## config.mk

```make
export PLATFORM = sky130hd
export DESIGN_NAME = sprite_draw_arbiter
export DESIGN_NICKNAME = d
export VERILOG_FILES = /design/src/rtl/sprite_draw_arbiter_pkg.sv /design/src/rtl/rr_arbiter_2.sv /design/src/rtl/sprite_draw_arbiter.sv
export SDC_FILE = /design/constraint.sdc
export NUM_CORES = 1
export LEC_CHECK = 0
export CAP_MARGIN = 20
export CORE_MARGIN = 4
export CORE_UTILIZATION = 53
export DETAILED_ROUTE_END_ITERATION = 6
export GPL_TIMING_DRIVEN = 1
export PLACE_DENSITY = 0.86
export SYNTH_ARGS = -nofsm -noshare
export SYNTH_HDL_FRONTEND = slang
export SYNTH_SLANG_ARGS = --single-unit
```

## constraint.sdc

```tcl
create_clock -name clock -period 2.6 [get_ports clock]
set_clock_uncertainty 0.05 [all_clocks]
set_input_delay 0.39 -clock clock [delete_from_list [all_inputs] [get_ports clock]]
set_output_delay 0.39 -clock clock [all_outputs]
set_load 0.02 [all_outputs]
```

## src/rtl/sprite_draw_arbiter_pkg.sv

```systemverilog
// Shared types and constants for the sprite draw arbiter: FSM encoding,
// default screen/sprite geometry, colour constants and the coordinate clamp.
package sprite_draw_arbiter_pkg;

    typedef enum logic [1:0] {
        IDLE  = 2'd0,
        ERASE = 2'd1,
        DRAW  = 2'd2,
        DONE  = 2'd3
    } state_t;

    localparam int SPRITE_W_DEF = 5;
    localparam int SCREEN_W_DEF = 320;
    localparam int SCREEN_H_DEF = 240;

    localparam logic [2:0] BLACK = 3'b000;
    localparam logic [2:0] BLUE  = 3'b001;
    localparam logic [2:0] RED   = 3'b100;

    function automatic logic [9:0] clamp_coord(input logic [9:0] v, input logic [9:0] lim);
        return (v > lim) ? lim : v;
    endfunction

endpackage

```

## src/rtl/rr_arbiter_2.sv

```systemverilog
// Two-way round-robin arbiter: one-hot grant, pointer flips to the other
// requester whenever a grant is taken.
module rr_arbiter_2 (
    input  logic       clock,
    input  logic       reset,
    input  logic [1:0] req,
    input  logic       advance,
    output logic [1:0] grant
);

    // ptr_q is the requester that wins a tie
    logic ptr_q, ptr_d;

    always_comb begin
        grant = req;
        if (req == 2'b11) begin
            grant = ptr_q ? 2'b10 : 2'b01;
        end
        ptr_d = ptr_q;
        if (advance && (req != 2'b00)) begin
            ptr_d = grant[0];
        end
    end

    always_ff @(posedge clock) begin
        if (reset) begin
            ptr_q <= 1'b0;
        end else begin
            ptr_q <= ptr_d;
        end
    end

endmodule

```

## src/rtl/sprite_draw_arbiter.sv

```systemverilog
// Arbitrates two sprite-move requesters onto one draw engine: erase the old
// sprite position (if any), then draw the new one, then acknowledge.
module sprite_draw_arbiter
    import sprite_draw_arbiter_pkg::*;
#(
    parameter int         SPRITE_W  = SPRITE_W_DEF,
    parameter int         SCREEN_W  = SCREEN_W_DEF,
    parameter int         SCREEN_H  = SCREEN_H_DEF,
    parameter logic [2:0] BG_COLOUR = BLACK
) (
    input  logic       clock,
    input  logic       reset,
    input  logic [1:0] req,
    input  logic [9:0] req_x0,
    input  logic [9:0] req_x1,
    input  logic [8:0] req_y0,
    input  logic [8:0] req_y1,
    input  logic [2:0] req_colour0,
    input  logic [2:0] req_colour1,
    output logic [1:0] ack,
    output logic       busy,
    output logic       eng_enable,
    output logic [9:0] eng_x,
    output logic [8:0] eng_y,
    input  logic       eng_finished,
    output logic       plot,
    output logic [2:0] colour
);

    localparam logic [9:0] MAX_X = 10'(SCREEN_W - SPRITE_W);
    localparam logic [9:0] MAX_Y = 10'(SCREEN_H - SPRITE_W);

    state_t          state_q, state_d;
    logic [1:0]      gnt_q, gnt_d;
    logic [9:0]      lat_x_q, lat_x_d;
    logic [8:0]      lat_y_q, lat_y_d;
    logic [2:0]      lat_col_q, lat_col_d;
    logic [1:0][9:0] prev_x_q, prev_x_d;
    logic [1:0][8:0] prev_y_q, prev_y_d;
    logic [1:0]      prev_valid_q, prev_valid_d;
    logic [1:0]      ack_q, ack_d;
    logic            busy_q, busy_d;
    logic            eng_enable_q, eng_enable_d;
    logic [9:0]      eng_x_q, eng_x_d;
    logic [8:0]      eng_y_q, eng_y_d;
    logic            plot_q, plot_d;
    logic [2:0]      colour_q, colour_d;

    logic [1:0] grant;
    logic       sel;
    logic [9:0] sel_x_cl;
    logic [8:0] sel_y_cl;
    logic [2:0] sel_col;
    logic       gidx;

    rr_arbiter_2 u_rr (
        .clock   (clock),
        .reset   (reset),
        .req     (req),
        .advance (state_q == IDLE),
        .grant   (grant)
    );

    assign sel      = grant[1];
    assign gidx     = gnt_q[1];
    assign sel_x_cl = clamp_coord(sel ? req_x1 : req_x0, MAX_X);
    assign sel_y_cl = 9'(clamp_coord({1'b0, sel ? req_y1 : req_y0}, MAX_Y));
    assign sel_col  = sel ? req_colour1 : req_colour0;

    always_comb begin
        state_d      = state_q;
        gnt_d        = gnt_q;
        lat_x_d      = lat_x_q;
        lat_y_d      = lat_y_q;
        lat_col_d    = lat_col_q;
        prev_x_d     = prev_x_q;
        prev_y_d     = prev_y_q;
        prev_valid_d = prev_valid_q;
        ack_d        = 2'b00;
        busy_d       = busy_q;
        eng_enable_d = eng_enable_q;
        eng_x_d      = eng_x_q;
        eng_y_d      = eng_y_q;
        plot_d       = plot_q;
        colour_d     = colour_q;
        case (state_q)
            IDLE: begin
                if (req != 2'b00) begin
                    gnt_d        = grant;
                    lat_x_d      = sel_x_cl;
                    lat_y_d      = sel_y_cl;
                    lat_col_d    = sel_col;
                    busy_d       = 1'b1;
                    eng_enable_d = 1'b1;
                    plot_d       = 1'b1;
                    if (prev_valid_q[sel]) begin
                        state_d  = ERASE;
                        eng_x_d  = prev_x_q[sel];
                        eng_y_d  = prev_y_q[sel];
                        colour_d = BG_COLOUR;
                    end else begin
                        state_d  = DRAW;
                        eng_x_d  = sel_x_cl;
                        eng_y_d  = sel_y_cl;
                        colour_d = sel_col;
                    end
                end
            end
            ERASE: begin
                // Drop enable for one cycle so the engine sees a fresh start
                if (eng_finished) begin
                    state_d      = DRAW;
                    eng_enable_d = 1'b0;
                    plot_d       = 1'b0;
                    eng_x_d      = lat_x_q;
                    eng_y_d      = lat_y_q;
                    colour_d     = lat_col_q;
                end
            end
            DRAW: begin
                if (!eng_enable_q) begin
                    eng_enable_d = 1'b1;
                    plot_d       = 1'b1;
                end else if (eng_finished) begin
                    state_d      = DONE;
                    eng_enable_d = 1'b0;
                    plot_d       = 1'b0;
                    ack_d        = gnt_q;
                end
            end
            DONE: begin
                state_d            = IDLE;
                prev_x_d[gidx]     = lat_x_q;
                prev_y_d[gidx]     = lat_y_q;
                prev_valid_d[gidx] = 1'b1;
                busy_d             = 1'b0;
                eng_x_d            = 10'd0;
                eng_y_d            = 9'd0;
                colour_d           = 3'b000;
            end
            default: state_d = IDLE;
        endcase
    end

    always_ff @(posedge clock) begin
        if (reset) begin
            state_q      <= IDLE;
            gnt_q        <= 2'b00;
            lat_x_q      <= '0;
            lat_y_q      <= '0;
            lat_col_q    <= '0;
            prev_x_q     <= '0;
            prev_y_q     <= '0;
            prev_valid_q <= 2'b00;
            ack_q        <= 2'b00;
            busy_q       <= 1'b0;
            eng_enable_q <= 1'b0;
            eng_x_q      <= '0;
            eng_y_q      <= '0;
            plot_q       <= 1'b0;
            colour_q     <= '0;
        end else begin
            state_q      <= state_d;
            gnt_q        <= gnt_d;
            lat_x_q      <= lat_x_d;
            lat_y_q      <= lat_y_d;
            lat_col_q    <= lat_col_d;
            prev_x_q     <= prev_x_d;
            prev_y_q     <= prev_y_d;
            prev_valid_q <= prev_valid_d;
            ack_q        <= ack_d;
            busy_q       <= busy_d;
            eng_enable_q <= eng_enable_d;
            eng_x_q      <= eng_x_d;
            eng_y_q      <= eng_y_d;
            plot_q       <= plot_d;
            colour_q     <= colour_d;
        end
    end

    assign ack        = ack_q;
    assign busy       = busy_q;
    assign eng_enable = eng_enable_q;
    assign eng_x      = eng_x_q;
    assign eng_y      = eng_y_q;
    assign plot       = plot_q;
    assign colour     = colour_q;

endmodule

```

==> summary.md <==
| Metric | Value |
|---|---|
| Status | `finished, final reports clean` |
| DIE AREA | `9727 um2` |
| Dpl cell area | `about 5300 um2` |
| Clock Latency Late Sink | `0.37 ns` |
| Startpoint Class | `flip-flop` |
| Initial drt markers | `408` |
| Maxcap violations | `0` |
| Antenna violations before repair | `0` |
| Avg Vias per Cell | `a little over 6` |
| Global-route wire length before repair | `approximately 21 mm` |
| IO Pins | `76` |
| Setup_tns | `0 ns` |
| Reg2Reg Setup Slack | `0.28 ns` |
| Total congestion overflow | `0` |
| Yosys top cell area share | `0.4277` |
| Global-route usage over all layers | `0.2698` |
| Final net count | `686` |
| Fin. max-slew vios | `0` |
| Post-CTS Setup Inserts | `0` |
| Mapped Avg Cell Area | `7.829 um2` |
| Type of the most critical hold path | `flip-flop to flip-flop` |
| Drt pass-1 iters | `5` |
| Number of I/O port buffers | `75` |
| Cell Area, Synth | `4353 um2` |
| # fillers | `605` |
| Vias in the first global route | `4292` |
| Die Ht | `98.63 um` |
| Antenna Cells | `0` |
| Peak VDD IR | `392.4 uV` |
| RR Endpoint | `eng_y[4]$_SDFFE_PP0P_` |
| GP Congestion | `between 0.8 and 0.9` |
| HPWL Detailed | `9.582 mm` |
| Synth cell types | `46` |
| Core Region | `a little under 8000 um2` |
| Fin crit share | `0.8911` |
| Drt wl/cell | `18.00 um` |
| CP Data Arrival Time | `roughly 2.5 ns` |
| Most frequent cells in the layout | `nand2_1, dfxtp_1, clkdlybuf4s50_1` |
| CP endpoint kind | `flip-flop` |
| Synth Instances | `556` |
| Leak | `2.016 nW` |
| DRC Markers | `0` |
| Register area share after synthesis | `0.4277` |
| Power Dens Cells | `1007 nW/um2` |
| H-tree depth | `3` |
| Critical path class | `flip-flop to flip-flop` |
| TritonCTS clock tree | `done` |
| Flop pwr share | `0.355` |
| Synth Flop Type | `dfxtp_1` |
| Crit path to | `eng_y[4]$_SDFFE_PP0P_` |
| CP max FO | `10` |
| Post-route ant nets | `0` |
| Largest cells by area after synthesis | `dfxtp_1, nand2_1, a21oi_1` |
| Psw | `~2.3 mW` |
| Num CTS Buffers | `9` |
| Register Area | `1862 um2` |
| Via count | `4512` |
| CTS root buf | `clkbuf_8` |
| Die W | `98.63 um` |
| Worst slew pin tran | `0.8938 ns` |
| Net Sw Frac | `0.4083` |
| Post-synth EDFFs | `0` |
| Fin crit period | `around 2.3 ns` |
| Synth area leader | `dfxtp_1` |
| FF-to-FF Start | `state_q[1]$_SDFFE_PP0P_` |
| Launch point of the critical path | `state_q[1]$_SDFFE_PP0P_` |
| Commonest non-fill, non-tap cell in the layout | `nand2_1` |
| Largest net degree at the start of global routing | `37` |
| Post-route cell area | `5498 um2` |
| Synthesis-stage register bit count | `93` |
| Slew margin rel. | `0.4041` |
| Routed Wire Length | `13.30 mm` |
| Row count | `32` |
| Worst-path clk slew | `0.09 ns` |
| Bufs on Longest Clock Path | `2` |
| YS warnings | `0` |
| Final hold violations | `0` |
| CP Data Required Time | `2.83 ns` |
| Area of the multi-input gates | `around 2300 um2` |
| Async set-or-reset flop fraction in the synthesized netlist | `0` |
| Unrepaired setup endpoints after global routing | `false` |
| Cell Int Power | `3.275 mW` |
| CTS Sinks | `93` |
| Initial core utilization | `0.5547` |
| Fmax | `431.6 MHz` |
| Syn nets | `610` |
| Layout cells sized above 1 | `0.09105` |
| Clock share of power | `0.179` |
| Layout area overhead | `26.30%` |
| Combinational Power Share | `0.466` |
| Final setup fails | `0` |
| FF-to-FF path depth | `8` |
metal layers:
metal | global-route usage | part of all wire | vias to the layer above
met5 | 0 | 0 | -
met2 | 0.4363 | 0.47 | 243
met3 | 0.06016 | 0.096 | 33
met1 | 0.3470 | 0.41 | 2113
li1 | - | - | 2123
met4 | 0.1155 | 0.026 | 0
synth_stat cells, types with 4 or more instances:
library cell	instances
a2111oi_0	5
a211o_1	6
a211oi_1	28
a21oi_1	63
a221oi_1	8
a311oi_1	5
and2_1	7
and3_1	10
buf_2	13
clkbuf_1	25
dfxtp_1	93
ha_1	5
inv_1	11
mux2_2	7
mux2i_1	5
nand2_1	118
nand2b_1	4
nand3_1	13
nand4_1	5
nor2_1	54
nor3_1	13
o21a_1	4
o21ai_0	14
cell families (layout without fill, tap and decap cells):
family / count (synthesis) / count (layout) / synth area share
buffers and inverters: 53 / 134 / 0.05116
AO/OA/AOI/OAI: 156 / 156 / 0.2383
adder cells (fa/ha/maj): 5 / 5 / 0.01437
AND/OR/NAND/NOR: 237 / 237 / 0.2389
multiplexers: 12 / 12 / 0.02961
flip-flops: 93 / 93 / 0.4277
sequential cells by signal, summed over array words and instances (netlist names), 3 cells and up:
register / count
prev_x_q: 20
prev_y_q: 18
eng_x: 10
lat_x_q: 10
eng_y: 9
lat_y_q: 9
colour: 3
lat_col_q: 3
power by group through the flow:
stage | clock, mW | sequential, mW | combinational (mW)
after floorplan | 0 | 2.10 | 1.37
after detailed placement | 0 | 1.99 | 2.52
after CTS | 0.993 | 1.95 | 2.54
after global routing | 1.05 | 1.99 | 2.79
after global placement | 0 | 1.97 | 2.47
final | 0.989 | 1.96 | 2.58
worst max-delay path, cell delays in order, from the launching register on:
cell,delay (ns)
dfxtp_1,0.38
inv_1,0.10
ha_1,0.20
buf_4,0.18
nor2_1,0.33
and2_1,0.29
and2_1,0.30
a222oi_1,0.15
a311oi_1,0.26
how the worst min path moves through the flow:
stage,slack [ns],end,start,cells after the start
after CTS,0.41,prev_x_q[3]$_SDFFE_PP0P_,prev_x_q[3]$_SDFFE_PP0P_,2
after floorplan,0.38,prev_x_q[0]$_SDFFE_PP0P_,prev_x_q[0]$_SDFFE_PP0P_,2
after global routing,0.43,prev_x_q[19]$_SDFFE_PP0P_,prev_x_q[19]$_SDFFE_PP0P_,2
final,0.41,prev_x_q[8]$_SDFFE_PP0P_,prev_x_q[8]$_SDFFE_PP0P_,2
after detailed placement,0.40,prev_x_q[3]$_SDFFE_PP0P_,prev_x_q[3]$_SDFFE_PP0P_,2
after global placement,0.39,prev_x_q[5]$_SDFFE_PP0P_,prev_x_q[5]$_SDFFE_PP0P_,2
area by class of cell:
type | count | area share
multi-input cells | 410 | 0.4149
flip-flops and latches | 93 | 0.3386
repair buffers | 107 | 0.1793
clock buffers | 10 | 0.02321
well taps | 102 | 0.02321
clock inverters | 6 | 0.01320
inverters | 11 | 0.007510
per-stage QoR:
stage / std cells / power [mW] / hold WS, ns / util / worst slack [ns]
2_1_floorplan: 556 / 3.466 / 0.3819 / - / 0.5681
3_3_place_gp: 723 / 4.440 / 0.3876 / 0.6751 / 0.1270
3_5_place_dp: 723 / 4.512 / 0.3975 / 0.6751 / 0.03852
4_1_cts: 739 / 5.487 / 0.4110 / 0.7006 / 0.1917
5_1_grt: 739 / 5.829 / 0.4276 / 0.7006 / 0.08483
6_report: 739 / 5.535 / 0.4103 / 0.7006 / 0.2832
repair_timing:
action	in CTS	in global routing
endpoints found under the setup margin	0	5
gates resized for setup	0	1
hold buffers	0	0
hold endpoints to repair	0	0
Power figures use the tool's default switching activity.
==> RTL edit: new RTL, same settings <==
Encoding of `state_t`: now one-hot (4 bits for 4 states).
--- a/src/rtl/sprite_draw_arbiter_pkg.sv
+++ b/src/rtl/sprite_draw_arbiter_pkg.sv
@@ -4,7 +4,7 @@
 
-    typedef enum logic [1:0] {
-        IDLE  = 2'd0,
-        ERASE = 2'd1,
-        DRAW  = 2'd2,
-        DONE  = 2'd3
+    typedef enum logic [3:0] {
+        IDLE  = 4'b0001,
+        ERASE = 4'b0010,
+        DRAW  = 4'b0100,
+        DONE  = 4'b1000
     } state_t;
Function: same outputs for any inputs over 4 cycles, from zero or initial values and one cycle with reset high; so few cycles prove little.
==> RTL edit against the original RTL <==
Sequential cell count increased by 2; cell area increased by 4.5%; highest routed layer unchanged; worst setup slack improved by 85 ps; wire length increased by 7.5%; synthesized area increased by 7.9%; synthesized cell count increased by 6.7%.
Power is not compared: it rests on default switching activity, and its combinational part moved more than twofold at a synthesized area within 25%.
==> RTL edit: results (changes against the original RTL) <==
### Final layout
- **sequential share of cell area** 33.1%, -0.77 points
- **number of inverters outside the clock class in the layout** 6, -5
- **final core occ** 66.2%, -3.8 points
- **buffer count excluding the clock tree in the final layout** 102, -4.7%

### STA
- **smallest hold slack** 411 ps, +1.10 ps
- **post-route clock period utilization** 85.8%, -3.3 points

### Critical path
- **Setup crit end** eng_x[6]$_SDFFE_PP0P_
- **critical path arrival** 2440 ps, -100 ps
- **end of the worst register-to-register path** eng_x[6]$_SDFFE_PP0P_
- **CP peak stage delay** 560 ps, +180 ps
- **startpoint of the worst-slack reg-to-reg timing path** state_q[2]$_SDFFE_PP0P_

### Global route
- **vias in the first global route** 4721, +10%
- **maximum number of pins on one net before global-route repair** 43, +16%
- **fraction of met3 tracks used by global routing** 4.78%, -1.2 points

### Drt
- **wirelength, routed** 14.3 mm, +7.5%
- **met2 layer wire length in the routed design** 6.89 mm, +10%
- **via count** 4967, +10%
- **drt first-iter violations** 476, +17%
- **met3 routed WL** 1.45 mm, +13%
- **via count normalized by instance count** 6.43, +5.4%

### Placed design
- **Post-Place Cells** 756, +4.6%
- **Cell Area, Placed** 5560 µm², +4.9%
- **final weighted congestion in routability-driven placement** 0.906, +1.3%

### Synthesis
- **area share of xor/xnor cells in the synthesized design** 0.346%, +0.35 points
- **post-synth cell types** 62, +35%
- **post-synthesis mux area share** 1.09%, -1.9 points
- **part of the Yosys area used for sequential elements** 40.5%, -2.3 points
- **Net Count, Synth** 642, +5.2%

### Worst hold path
- **worst hold path endpoint** prev_x_q[3]$_SDFFE_PP0P_

### Outcome
- **status** complete, no violations

-- RTL edit: changes by cell type after synthesis, moves of 6 or more --
cell / delta
sky130_fd_sc_hd__o211ai_1: +7
sky130_fd_sc_hd__a221oi_1: -8
sky130_fd_sc_hd__nor3_1: -8
sky130_fd_sc_hd__a311oi_1: +14
sky130_fd_sc_hd__nand2_1: +16
sky130_fd_sc_hd__buf_6: +6
sky130_fd_sc_hd__o21ai_0: +13
sky130_fd_sc_hd__mux2_2: -6
sky130_fd_sc_hd__a211oi_1: -25
sky130_fd_sc_hd__nor2_1: -9
-- RTL edit: power breakdown --
part / total (mW) / switching [mW] / leakage (nW) / internal [mW]
clock: 0.952 / 0.563 / 0.0914 / 0.389
sequential: 1.70 / 0.116 / 0.777 / 1.58
combinational: 0.936 / 0.513 / 1.17 / 0.422
